==> config.mk <==
export PLATFORM = sky130hd
export DESIGN_NAME = control_sequencer_flat
export DESIGN_NICKNAME = d
export VERILOG_FILES = /design/src/rtl/control_sequencer_if.sv /design/src/rtl/control_sequencer.sv /design/src/flat_wrapper.sv
export SDC_FILE = /design/constraint.sdc
export NUM_CORES = 1
export LEC_CHECK = 0
export BUFFER_PORTS_ARGS = -buffer_cell sky130_fd_sc_hd__buf_2
export CORE_MARGIN = 2
export CORE_UTILIZATION = 50
export CTS_BUF_LIST = sky130_fd_sc_hd__clkbuf_2 sky130_fd_sc_hd__clkbuf_4 sky130_fd_sc_hd__clkbuf_8
export CTS_CLUSTER_DIAMETER = 100
export DETAILED_ROUTE_END_ITERATION = 6
export PLACE_DENSITY = 0.87
export SYNTH_ARGS = -nofsm -noshare
export SYNTH_HDL_FRONTEND = slang
export SYNTH_SLANG_ARGS = --single-unit
==> constraint.sdc <==
create_clock -name clk -period 6.17 [get_ports clk]
set_clock_uncertainty 0.1 [all_clocks]
set_input_delay 0.617 -clock clk [delete_from_list [all_inputs] [get_ports clk]]
set_output_delay 0.617 -clock clk [all_outputs]
set_load 0.01 [all_outputs]
==> src/rtl/control_sequencer_if.sv <==
// Control bundle between the sequencer and the single-bus datapath: IR/CON/stop in,
// every datapath strobe plus ALU opcode and status out.
interface control_sequencer_if;
    logic [31:0] ir;
    logic        con_ff;
    logic        stop;

    logic PCin, PCout, IRin, MARin, MDRin, MDRout, Yin, Zin, Zhighout, Zlowout;
    logic HIin, HIout, LOin, LOout, Read, Write, Cout, Gra, Grb, Grc, Rin, Rout;
    logic BAout, CONin, OutportIn, InPortOut;
    logic [4:0] OpCode;
    logic       run;
    logic       illegal;

    modport master (
        input  ir, con_ff, stop,
        output PCin, PCout, IRin, MARin, MDRin, MDRout, Yin, Zin, Zhighout, Zlowout,
        output HIin, HIout, LOin, LOout, Read, Write, Cout, Gra, Grb, Grc, Rin, Rout,
        output BAout, CONin, OutportIn, InPortOut, OpCode, run, illegal
    );

    modport slave (
        output ir, con_ff, stop,
        input  PCin, PCout, IRin, MARin, MDRin, MDRout, Yin, Zin, Zhighout, Zlowout,
        input  HIin, HIout, LOin, LOout, Read, Write, Cout, Gra, Grb, Grc, Rin, Rout,
        input  BAout, CONin, OutportIn, InPortOut, OpCode, run, illegal
    );
endinterface

==> src/rtl/control_sequencer.sv <==
// Hardwired Moore control unit for the single-bus RISC datapath: steps through
// fetch (F0-F2) and per-opcode execute steps (T3-T7), one control step per clock.
module control_sequencer #(
    parameter int unsigned MEM_CYCLES = 1,
    parameter logic [4:0]  INC_OP     = 5'b11011,
    parameter logic [4:0]  ADD_OP     = 5'b00011
) (
    input logic                clk,
    input logic                clr,
    control_sequencer_if.master cs_io
);

    localparam logic [3:0] MemWait = 4'(MEM_CYCLES - 1);

    localparam logic [4:0] OpLd   = 5'd0,  OpLdi  = 5'd1,  OpSt   = 5'd2,  OpAdd  = 5'd3;
    localparam logic [4:0] OpSub  = 5'd4,  OpAnd  = 5'd5,  OpOr   = 5'd6,  OpAddi = 5'd12;
    localparam logic [4:0] OpAndi = 5'd13, OpOri  = 5'd14, OpMul  = 5'd15, OpDiv  = 5'd16;
    localparam logic [4:0] OpBr   = 5'd18, OpJr   = 5'd19, OpIn   = 5'd21, OpOut  = 5'd22;
    localparam logic [4:0] OpMfhi = 5'd23, OpMflo = 5'd24, OpNop  = 5'd25, OpHalt = 5'd26;

    typedef enum logic [3:0] {
        StReset, StF0, StF1, StF2, StT3, StT4, StT5, StT6, StT7, StHalted
    } state_e;

    typedef enum logic [3:0] {
        ClsAlu, ClsImm, ClsMul, ClsLd, ClsLdi, ClsSt, ClsBr, ClsJr, ClsIn, ClsOut,
        ClsMfhi, ClsMflo, ClsNop, ClsHalt, ClsIllegal
    } cls_e;

    state_e     state_q;
    logic [3:0] wait_q;
    logic       con_q;
    logic       illegal_q;

    logic [4:0] op;
    logic [4:0] imm_op;
    cls_e       cls;
    logic [2:0] n_steps;
    state_e     boundary;
    logic       ir_unused;

    assign op        = cs_io.ir[31:27];
    assign ir_unused = ^cs_io.ir[26:0];
    assign boundary  = cs_io.stop ? StHalted : StF0;

    // Instruction class and number of execute steps (T3 onward).
    always_comb begin
        cls     = ClsIllegal;
        n_steps = 3'd0;
        imm_op  = OpAdd;
        case (op)
            OpAdd, OpSub, OpAnd, OpOr: begin cls = ClsAlu; n_steps = 3'd3; end
            OpAddi:                    begin cls = ClsImm; n_steps = 3'd3; imm_op = OpAdd; end
            OpAndi:                    begin cls = ClsImm; n_steps = 3'd3; imm_op = OpAnd; end
            OpOri:                     begin cls = ClsImm; n_steps = 3'd3; imm_op = OpOr;  end
            OpMul, OpDiv:              begin cls = ClsMul; n_steps = 3'd4; end
            OpLd:                      begin cls = ClsLd;  n_steps = 3'd5; end
            OpLdi:                     begin cls = ClsLdi; n_steps = 3'd3; end
            OpSt:                      begin cls = ClsSt;  n_steps = 3'd5; end
            OpBr:                      begin cls = ClsBr;  n_steps = 3'd4; end
            OpJr:                      begin cls = ClsJr;  n_steps = 3'd1; end
            OpIn:                      begin cls = ClsIn;  n_steps = 3'd1; end
            OpOut:                     begin cls = ClsOut; n_steps = 3'd1; end
            OpMfhi:                    begin cls = ClsMfhi; n_steps = 3'd1; end
            OpMflo:                    begin cls = ClsMflo; n_steps = 3'd1; end
            OpNop:                     cls = ClsNop;
            OpHalt:                    cls = ClsHalt;
            default:                   cls = ClsIllegal;
        endcase
    end

    always_ff @(posedge clk or negedge clr) begin
        if (!clr) begin
            state_q   <= StReset;
            wait_q    <= '0;
            con_q     <= 1'b0;
            illegal_q <= 1'b0;
        end else begin
            // CON is captured so the branch step has no combinational path from con_ff.
            con_q <= cs_io.con_ff;
            case (state_q)
                StReset: state_q <= StF0;
                StF0: begin
                    state_q <= StF1;
                    wait_q  <= MemWait;
                end
                StF1: begin
                    if (wait_q != 4'd0) wait_q <= wait_q - 4'd1;
                    else state_q <= StF2;
                end
                StF2: begin
                    if (cls == ClsIllegal) illegal_q <= 1'b1;
                    if (cls == ClsHalt) state_q <= StHalted;
                    else if (n_steps == 3'd0) state_q <= boundary;
                    else state_q <= StT3;
                end
                StT3: state_q <= (n_steps == 3'd1) ? boundary : StT4;
                StT4: state_q <= (n_steps == 3'd2) ? boundary : StT5;
                StT5: begin
                    state_q <= (n_steps == 3'd3) ? boundary : StT6;
                    wait_q  <= MemWait;
                end
                StT6: begin
                    if (cls == ClsLd && wait_q != 4'd0) begin
                        wait_q <= wait_q - 4'd1;
                    end else begin
                        state_q <= (n_steps == 3'd4) ? boundary : StT7;
                        wait_q  <= MemWait;
                    end
                end
                StT7: begin
                    if (cls == ClsSt && wait_q != 4'd0) wait_q <= wait_q - 4'd1;
                    else state_q <= boundary;
                end
                StHalted: state_q <= StHalted;
                default:  state_q <= StReset;
            endcase
        end
    end

    assign cs_io.run     = !(state_q inside {StReset, StHalted});
    assign cs_io.illegal = illegal_q;

    always_comb begin
        cs_io.PCin = 1'b0;  cs_io.PCout = 1'b0;    cs_io.IRin = 1'b0;     cs_io.MARin = 1'b0;
        cs_io.MDRin = 1'b0; cs_io.MDRout = 1'b0;   cs_io.Yin = 1'b0;      cs_io.Zin = 1'b0;
        cs_io.Zhighout = 1'b0; cs_io.Zlowout = 1'b0; cs_io.HIin = 1'b0;   cs_io.HIout = 1'b0;
        cs_io.LOin = 1'b0;  cs_io.LOout = 1'b0;    cs_io.Read = 1'b0;     cs_io.Write = 1'b0;
        cs_io.Cout = 1'b0;  cs_io.Gra = 1'b0;      cs_io.Grb = 1'b0;      cs_io.Grc = 1'b0;
        cs_io.Rin = 1'b0;   cs_io.Rout = 1'b0;     cs_io.BAout = 1'b0;    cs_io.CONin = 1'b0;
        cs_io.OutportIn = 1'b0; cs_io.InPortOut = 1'b0;
        cs_io.OpCode = 5'd0;
        case (state_q)
            StF0: begin
                cs_io.PCout = 1'b1; cs_io.MARin = 1'b1; cs_io.Yin = 1'b1; cs_io.Zin = 1'b1;
                cs_io.OpCode = INC_OP;
            end
            StF1: begin
                cs_io.Zlowout = 1'b1; cs_io.PCin = 1'b1; cs_io.Read = 1'b1; cs_io.MDRin = 1'b1;
            end
            StF2: begin
                cs_io.MDRout = 1'b1; cs_io.IRin = 1'b1;
            end
            StT3: begin
                case (cls)
                    ClsAlu, ClsImm: begin cs_io.Grb = 1'b1; cs_io.Rout = 1'b1; cs_io.Yin = 1'b1; end
                    ClsMul: begin cs_io.Gra = 1'b1; cs_io.Rout = 1'b1; cs_io.Yin = 1'b1; end
                    ClsLd, ClsLdi, ClsSt: begin
                        cs_io.Grb = 1'b1; cs_io.BAout = 1'b1; cs_io.Yin = 1'b1;
                    end
                    ClsBr:   begin cs_io.Gra = 1'b1; cs_io.Rout = 1'b1; cs_io.CONin = 1'b1; end
                    ClsJr:   begin cs_io.Gra = 1'b1; cs_io.Rout = 1'b1; cs_io.PCin = 1'b1; end
                    ClsIn:   begin cs_io.InPortOut = 1'b1; cs_io.Gra = 1'b1; cs_io.Rin = 1'b1; end
                    ClsOut:  begin cs_io.Gra = 1'b1; cs_io.Rout = 1'b1; cs_io.OutportIn = 1'b1; end
                    ClsMfhi: begin cs_io.HIout = 1'b1; cs_io.Gra = 1'b1; cs_io.Rin = 1'b1; end
                    ClsMflo: begin cs_io.LOout = 1'b1; cs_io.Gra = 1'b1; cs_io.Rin = 1'b1; end
                    default: ;
                endcase
            end
            StT4: begin
                case (cls)
                    ClsAlu: begin
                        cs_io.Grc = 1'b1; cs_io.Rout = 1'b1; cs_io.Zin = 1'b1; cs_io.OpCode = op;
                    end
                    ClsImm: begin cs_io.Cout = 1'b1; cs_io.Zin = 1'b1; cs_io.OpCode = imm_op; end
                    ClsMul: begin
                        cs_io.Grb = 1'b1; cs_io.Rout = 1'b1; cs_io.Zin = 1'b1; cs_io.OpCode = op;
                    end
                    ClsLd, ClsLdi, ClsSt: begin
                        cs_io.Cout = 1'b1; cs_io.Zin = 1'b1; cs_io.OpCode = ADD_OP;
                    end
                    ClsBr:   begin cs_io.PCout = 1'b1; cs_io.Yin = 1'b1; end
                    default: ;
                endcase
            end
            StT5: begin
                case (cls)
                    ClsAlu, ClsImm, ClsLdi: begin
                        cs_io.Zlowout = 1'b1; cs_io.Gra = 1'b1; cs_io.Rin = 1'b1;
                    end
                    ClsMul:       begin cs_io.Zlowout = 1'b1; cs_io.LOin = 1'b1; end
                    ClsLd, ClsSt: begin cs_io.Zlowout = 1'b1; cs_io.MARin = 1'b1; end
                    ClsBr: begin cs_io.Cout = 1'b1; cs_io.Zin = 1'b1; cs_io.OpCode = ADD_OP; end
                    default: ;
                endcase
            end
            StT6: begin
                case (cls)
                    ClsMul: begin cs_io.Zhighout = 1'b1; cs_io.HIin = 1'b1; end
                    ClsLd:  begin cs_io.Read = 1'b1; cs_io.MDRin = 1'b1; end
                    ClsSt:  begin cs_io.Gra = 1'b1; cs_io.Rout = 1'b1; cs_io.MDRin = 1'b1; end
                    ClsBr:  begin cs_io.Zlowout = con_q; cs_io.PCin = con_q; end
                    default: ;
                endcase
            end
            StT7: begin
                case (cls)
                    ClsLd:   begin cs_io.MDRout = 1'b1; cs_io.Gra = 1'b1; cs_io.Rin = 1'b1; end
                    ClsSt:   cs_io.Write = 1'b1;
                    default: ;
                endcase
            end
            default: ;
        endcase
    end

endmodule

==> src/flat_wrapper.sv <==
// flat-port wrapper written by rule: the top's interface ports become plain ports
module control_sequencer_flat 
#(
    parameter int unsigned MEM_CYCLES = 1,
    parameter logic [4:0]  INC_OP     = 5'b11011,
    parameter logic [4:0]  ADD_OP     = 5'b00011
)
  (clk, clr, cs_io_ir, cs_io_con_ff, cs_io_stop, cs_io_PCin, cs_io_PCout, cs_io_IRin, cs_io_MARin, cs_io_MDRin, cs_io_MDRout, cs_io_Yin, cs_io_Zin, cs_io_Zhighout, cs_io_Zlowout, cs_io_HIin, cs_io_HIout, cs_io_LOin, cs_io_LOout, cs_io_Read, cs_io_Write, cs_io_Cout, cs_io_Gra, cs_io_Grb, cs_io_Grc, cs_io_Rin, cs_io_Rout, cs_io_BAout, cs_io_CONin, cs_io_OutportIn, cs_io_InPortOut, cs_io_OpCode, cs_io_run, cs_io_illegal);
  control_sequencer_if cs_io_i ();
  input logic clk;
  input logic clr;
  input wire logic [$bits(cs_io_i.ir)-1:0] cs_io_ir;
  input wire logic [$bits(cs_io_i.con_ff)-1:0] cs_io_con_ff;
  input wire logic [$bits(cs_io_i.stop)-1:0] cs_io_stop;
  output wire logic [$bits(cs_io_i.PCin)-1:0] cs_io_PCin;
  output wire logic [$bits(cs_io_i.PCout)-1:0] cs_io_PCout;
  output wire logic [$bits(cs_io_i.IRin)-1:0] cs_io_IRin;
  output wire logic [$bits(cs_io_i.MARin)-1:0] cs_io_MARin;
  output wire logic [$bits(cs_io_i.MDRin)-1:0] cs_io_MDRin;
  output wire logic [$bits(cs_io_i.MDRout)-1:0] cs_io_MDRout;
  output wire logic [$bits(cs_io_i.Yin)-1:0] cs_io_Yin;
  output wire logic [$bits(cs_io_i.Zin)-1:0] cs_io_Zin;
  output wire logic [$bits(cs_io_i.Zhighout)-1:0] cs_io_Zhighout;
  output wire logic [$bits(cs_io_i.Zlowout)-1:0] cs_io_Zlowout;
  output wire logic [$bits(cs_io_i.HIin)-1:0] cs_io_HIin;
  output wire logic [$bits(cs_io_i.HIout)-1:0] cs_io_HIout;
  output wire logic [$bits(cs_io_i.LOin)-1:0] cs_io_LOin;
  output wire logic [$bits(cs_io_i.LOout)-1:0] cs_io_LOout;
  output wire logic [$bits(cs_io_i.Read)-1:0] cs_io_Read;
  output wire logic [$bits(cs_io_i.Write)-1:0] cs_io_Write;
  output wire logic [$bits(cs_io_i.Cout)-1:0] cs_io_Cout;
  output wire logic [$bits(cs_io_i.Gra)-1:0] cs_io_Gra;
  output wire logic [$bits(cs_io_i.Grb)-1:0] cs_io_Grb;
  output wire logic [$bits(cs_io_i.Grc)-1:0] cs_io_Grc;
  output wire logic [$bits(cs_io_i.Rin)-1:0] cs_io_Rin;
  output wire logic [$bits(cs_io_i.Rout)-1:0] cs_io_Rout;
  output wire logic [$bits(cs_io_i.BAout)-1:0] cs_io_BAout;
  output wire logic [$bits(cs_io_i.CONin)-1:0] cs_io_CONin;
  output wire logic [$bits(cs_io_i.OutportIn)-1:0] cs_io_OutportIn;
  output wire logic [$bits(cs_io_i.InPortOut)-1:0] cs_io_InPortOut;
  output wire logic [$bits(cs_io_i.OpCode)-1:0] cs_io_OpCode;
  output wire logic [$bits(cs_io_i.run)-1:0] cs_io_run;
  output wire logic [$bits(cs_io_i.illegal)-1:0] cs_io_illegal;
  assign cs_io_i.ir = cs_io_ir;
  assign cs_io_i.con_ff = cs_io_con_ff;
  assign cs_io_i.stop = cs_io_stop;
  assign cs_io_PCin = cs_io_i.PCin;
  assign cs_io_PCout = cs_io_i.PCout;
  assign cs_io_IRin = cs_io_i.IRin;
  assign cs_io_MARin = cs_io_i.MARin;
  assign cs_io_MDRin = cs_io_i.MDRin;
  assign cs_io_MDRout = cs_io_i.MDRout;
  assign cs_io_Yin = cs_io_i.Yin;
  assign cs_io_Zin = cs_io_i.Zin;
  assign cs_io_Zhighout = cs_io_i.Zhighout;
  assign cs_io_Zlowout = cs_io_i.Zlowout;
  assign cs_io_HIin = cs_io_i.HIin;
  assign cs_io_HIout = cs_io_i.HIout;
  assign cs_io_LOin = cs_io_i.LOin;
  assign cs_io_LOout = cs_io_i.LOout;
  assign cs_io_Read = cs_io_i.Read;
  assign cs_io_Write = cs_io_i.Write;
  assign cs_io_Cout = cs_io_i.Cout;
  assign cs_io_Gra = cs_io_i.Gra;
  assign cs_io_Grb = cs_io_i.Grb;
  assign cs_io_Grc = cs_io_i.Grc;
  assign cs_io_Rin = cs_io_i.Rin;
  assign cs_io_Rout = cs_io_i.Rout;
  assign cs_io_BAout = cs_io_i.BAout;
  assign cs_io_CONin = cs_io_i.CONin;
  assign cs_io_OutportIn = cs_io_i.OutportIn;
  assign cs_io_InPortOut = cs_io_i.InPortOut;
  assign cs_io_OpCode = cs_io_i.OpCode;
  assign cs_io_run = cs_io_i.run;
  assign cs_io_illegal = cs_io_i.illegal;
  control_sequencer #(.MEM_CYCLES(MEM_CYCLES), .INC_OP(INC_OP), .ADD_OP(ADD_OP)) u_core (.clk(clk), .clr(clr), .cs_io(cs_io_i));
endmodule
# Word level (Yosys, flattened, before mapping)
# Index checks and enable logic that the tools add are counted.
[op_classes] n_addsub=1 eq_ne=50 mux=67 n_reduce_logical=31
[op_table] cell="case mux 4 bit (14 select lines)" n=1
[op_table] cell="two-way mux 4 bit" n=13
[op_table] cell="== test 5 bit (second input constant)" n=9
[op_table] cell="case mux 4 bit (10 select lines)" n=1
[op_table] cell="== test 4 x 3 -> 1 bit (second input constant)" n=8
[op_table] cell="== test 4 bit (second input constant)" n=8
[op_table] cell="two-way mux 1 bit" n=32
[op_table] cell="case mux 5 bit (3 select lines)" n=2
[op_table] cell="== test 5 x 4 -> 1 bit (second input constant)" n=4
[op_table] cell="case mux 1 bit (3 select lines)" n=6
[op_table] cell="== test 4 x 2 -> 1 bit (second input constant)" n=4
[op_table] cell="case mux 4 bit (4 select lines)" n=1
[op_table] cell="== test 5 x 3 -> 1 bit (second input constant)" n=3
[op_table] cell="OR reduction 3 bit" n=5
[op_table] cell="case mux 1 bit (2 select lines)" n=7
[op_table] cell="case mux 3 bit (4 select lines)" n=1
[op_table] cell="OR reduction 6 bit" n=2
[op_table] cell="== test 5 x 2 -> 1 bit (second input constant)" n=2
[op_table] cell="OR reduction 2 bit" n=5
[op_table] cell="OR reduction 5 bit" n=2
[op_table] cell="== test 4 x 1 -> 1 bit (second input constant)" n=2
[op_table] cell="zero test 4 bit" n=2
[op_table] cell="nonzero test 4 bit" n=2
[op_table] cell="OR reduction 4 bit" n=2
[op_table] cell="19 further kinds" n=25
[word_totals] regBits=10 in_bits=36 out_inout_bits=33 word_cells=153

# Logic depth before layout (Yosys ltp)
[logic_depth] ltp_word=7 depth_mapped=8 ltp_nobuf=7

# Worst setup path before layout
# Ideal clock, no wire load.
[synth_path] path_kind="input to output" startpoint="input port cs_io_ir[29]" endpoint="output port cs_io_Rout" t_arrival_ps=2119 required_time_ps=5453 setup_slack_ps=3334 path_stages=7 path_buffers=3 path_cell_list="clkbuf_1 > clkbuf_1 > buf_2 > nand2_1 > nor4_1 > nor2_1 > nand3_1"
[synth_between] elab_chain_cells=7 word_cells_on_any_way=37 classes_between="eq/ne (25); mux (5); reduce/logical (7)"
[synth_rtl] element="start, declared" line_no="flat_wrapper.sv:12" text="input wire logic [$bits(cs_io_i.ir)-1:0] cs_io_ir;"
[synth_rtl] element="== test 5 x 2 -> 1 bit (tied with other cells)" line_no="control_sequencer.sv:51" text="case (op)"
[synth_rtl] element="OR reduction 4 bit (tied with other cells)" line_no="control_sequencer.sv:51"
[synth_rtl] element="case mux 4 bit (14 select lines) *" line_no="control_sequencer.sv:51"
[synth_rtl] element="== test 4 x 3 -> 1 bit (tied with other cells)" line_no="control_sequencer.sv:145" text="case (cls)"
[synth_rtl] element="OR reduction 6 bit (no source line) or OR reduction 2 bit (tied branches)"
[synth_rtl] element="two-way mux 1 bit, on equally long branches" line_no="control_sequencer.sv:145, control_sequencer.sv:161"
[synth_rtl] element="case mux 1 bit (3 select lines) *" line_no="control_sequencer.sv:133" text="case (state_q)"
[synth_rtl] element="end, declared" line_no="flat_wrapper.sv:36" text="output wire logic [$bits(cs_io_i.Rout)-1:0] cs_io_Rout;"
# Every way passes the cells marked *; elsewhere a longest branch is shown, timed or not.

# Final worst setup path
[layout_path] startpoint="register u_core.state_q[0]" endpoint="output port cs_io_OpCode[2]"
[layout_between] elab_chain_cells=2 word_cells_on_any_way=4 classes_between="eq/ne (3); mux (1)"
[layout_rtl] element="start, declared" line_no="control_sequencer.sv:30" text="state_e state_q;"
[layout_rtl] element="start signal, assigned" line_no="control_sequencer.sv:74" text="state_q <= StReset;"
[layout_rtl] element="start signal, assigned" line_no="control_sequencer.sv:82" text="StReset: state_q <= StF0;"
[layout_rtl] element="start signal, assigned" line_no="control_sequencer.sv:84" text="state_q <= StF1;"
[layout_rtl] element="== test 4 x 3 -> 1 bit or == test 4 x 1 -> 1 bit (tied branches)" line_no="control_sequencer.sv:133"
[layout_rtl] element="case mux 5 bit (3 select lines) *" line_no="control_sequencer.sv:133"
[layout_rtl] element="end, declared" line_no="flat_wrapper.sv:41" text="output wire logic [$bits(cs_io_i.OpCode)-1:0] cs_io_OpCode;"
# Marked as above.

==> flow_summary.yaml <==
sta:
  rsz0062_at_grt: "false"
  max_slew_margin_pct: 43.34
  hold_violations: 0
  min_period_ns: 3.205
  tightest_slew_ns: 0.8499
  slew_violations: 0
  fin_crit_sh_pct: 51.94
  fmax_ghz: 0.3120
  tns_ns: 0
  hold_slack_ns: 0.09213
  finalSetupViolCount: 0
yosys:
  synth_top_area_share_pct: 16.22
  async_flop_share_pct: 100.0
  syn_inst: 234
  netlist_area_sq_um: 1543
  post_synth_num_cell_types: 58
  synth_seq_area_share_pct: 16.22
  ys_ff_latch: 10
  syn_avg_cell_area_sq_um: 6.593
  synthFlopType: "dfrtp_1"
  synth-edff-count: 0
  synth_top_cells_by_area: "dfrtp_1 (16%), o21ai_0 (7.5%), nor2_1 (5.6%), a21oi_1 (4.9%), nand2_1 (4.6%)"
  synthesis.nets: 271
  ys_warn_count: 0
  synth_top_area_cell: "dfrtp_1"
setup_path:
  path_buf_inv: 1
  crit_required_ns: 5.45
  critical-path-max-stage-delay_ns: 0.90
  path_class: "register to output port"
  path_cells: "nand2_1, nor3_1, nand2b_1, a2111oi_0, buf_2"
  worstSetupEndpointType: "output port"
  cp-start-kind: "register"
  crit_arrival_ns: 2.49
  crit_slowest_cell: "dfrtp_1"
  crit_path_max_fanout: 32
  cp_top_family: "flip-flops"
die:
  placementRows: 20
  die_height_um: 59.55
  chipWidth_um: 59.55
  io-pin-count: 69
  dieArea_sq_um: 3546
  core_sq_um: 3003
  initial_core_util_pct: 51.38
finish:
  layout.nets: 294
  drive_gt1_share_pct: 19.53
  area_growth_pct: 11.84
  n_fill_cell: 285
  n_antenna_cell: 0
min_path:
  hp-class: "input pin to asynchronous set/reset pin"
routing:
  routedWlPerCell_um: 14.61
  vias: 1849
  via_per_inst: 6.398
  detail_route.first_pass.iterations: 5
  drc_errors: 0
  antenna_left: 0
  drt_iter0_markers: 177
  drt-total-wl_um: 4223
placed_design:
  port_buffers: 41
  hpwl_um: 3049
  gp_congestion: 0.9334
clock_network:
  clkSlewWorstSetupHoldPaths_ns: 0.07
  cts_tree: "yes"
  clk_latency_ns: 0.27
  holdBufCountCts: 0
  cts_sinks: 10
  cts_setup_buffers: 0
  cts_buffer_depth: 2
  numCtsBuffers: 3
  cts_resized: 0
  ctsRootBufferMaster: "clkbuf_4"
  htree_num_levels: 1
global_route:
  grt_max_degree: 33
  grt_overflow_total: 0
  grt_pass1_wl_um: 6844
  grt_use_total_pct: 24.42
  antenna_found_initial: 0
  grt_pass1_vias: 1465
power_and_ir_drop:
  power.density_nw_per_um2: 384.5
  ir_drop_v: 0.0002407
  leakage_nw: 0.7301
run:
  max_cap_viol_count: 0
status:
  status: "completed"
power by group:
part / leakage [nW] / internal, W / switching, W
Sequential: 0.121 / 0.0000945 / 0.0000864
Combinational: 0.589 / 0.000178 / 0.000245
Clock: 0.0210 / 0.0000359 / 0.0000240
Total: 0.730 / 0.000308 / 0.000355
flip-flops by register name (all words and copies together) (netlist names):
signal and flops:
u_core.wait_q 4, u_core.con_q 1, u_core.cs_io.illegal 1, u_core.state_q 4
layout by cell type, fill, tap and decap left out, types with 3 or more instances in the layout:
| cell | n |
|---|---|
| o22ai_1 | 3 |
| a21o_1 | 4 |
| buf_2 | 41 |
| o211ai_1 | 3 |
| inv_1 | 6 |
| nor4_1 | 5 |
| nand3_1 | 8 |
| o21bai_1 | 5 |
| nor2b_1 | 8 |
| o21ai_0 | 23 |
| nor3_1 | 13 |
| nor2_1 | 23 |
| dfrtp_1 | 10 |
| nand2_1 | 19 |
| clkbuf_4 | 3 |
| xnor2_1 | 3 |
| a21oi_1 | 15 |
| or3_1 | 7 |
| nand2b_1 | 8 |
layer usage:
layer | GRT usage, % | vias up | routed length (um)
li1 | - | 908 | -
met3 | 3.057 | 7 | 420
met5 | 0 | - | 0
met1 | 39.55 | 827 | 1980
met4 | 5.079 | 0 | 36
met2 | 33.91 | 107 | 1786
final cells by class:
cell class / count / area, sq um / area share [%]
Timing Repair Buffer: 41 / 205.2 / 11.89
Sequential cell: 10 / 250.2 / 14.50
Inverter: 6 / 22.52 / 1.305
Multi-Input combinational cell: 195 / 1170 / 67.80
Clock buffer: 4 / 36.28 / 2.103
Tap cell: 33 / 41.29 / 2.393
path summary, 6_finish.rpt:
path | startpoint | end | slack, ns | cells after the start
worst max register to register | u_core.state_q[0] | u_core.wait_q[0] | 3.52 | 5
worst min register to register | u_core.cs_io.illegal | u_core.cs_io.illegal | 0.38 | 1
min in group clk | cs_io_con_ff | u_core.con_q | 0.35 | 1
worst max-delay path | u_core.state_q[0] | cs_io_OpCode[2] | 2.97 | 5
max in group asynchronous | clr | u_core.con_q | 5.68 | 1
worst min-delay path | clr | u_core.wait_q[2] | 0.09 | 1
through the flow:
| stage | worst slack, ns | total power, W | std cells | util, % | area [sq um] |
|---|---|---|---|---|---|
| 2_1_floorplan | 3.334 | 0.0004828 | 234 | - | 1543 |
| 3_3_place_gp | 3.130 | 0.0005848 | 285 | 56.25 | 1689 |
| 3_5_place_dp | 3.127 | 0.0005970 | 285 | 56.25 | 1689 |
| 4_1_cts | 2.998 | 0.0006602 | 289 | 57.46 | 1725 |
| 5_1_grt | 2.695 | 0.0007267 | 289 | 57.46 | 1725 |
| 6_report | 2.965 | 0.0006634 | 289 | 57.46 | 1725 |
kinds of logic after synthesis:
group | after synthesis | share of synthesized area [%]
AO/OA/AOI/OAI | 76 | 31.39
XOR/XNOR | 5 | 2.839
adder cells (fa/ha/maj) | 1 | 0.8109
buffers and inverters | 29 | 7.948
flip-flops | 10 | 16.22
multiplexers | 2 | 1.298
AND/OR/NAND/NOR | 111 | 39.50
Yosys cell counts, drive strengths merged (2+ instances only):
cell type	count
a211oi	2
a21boi	2
a21o	4
a21oi	15
a22oi	2
a31oi	2
and2	2
buf	5
clkbuf	18
dfrtp	10
inv	6
mux2i	2
nand2	19
nand2b	8
nand3	8
nand3b	2
nor2	23
nor2b	8
nor3	13
nor3b	2
nor4	6
o211ai	3
o21a	2
o21ai	23
o21bai	5
o22ai	3
o2bb2ai	2
o32ai	2
or2	3
or3	7
or4	2
xnor2	3
xor2	2
worst register-to-register path, delay by kind of cell, from the launching register on:
family	cells	cell delay, ns
simple gates	3	1.26
flops	1	0.90
compound gates	2	0.31
Power figures use the tool's default switching activity.
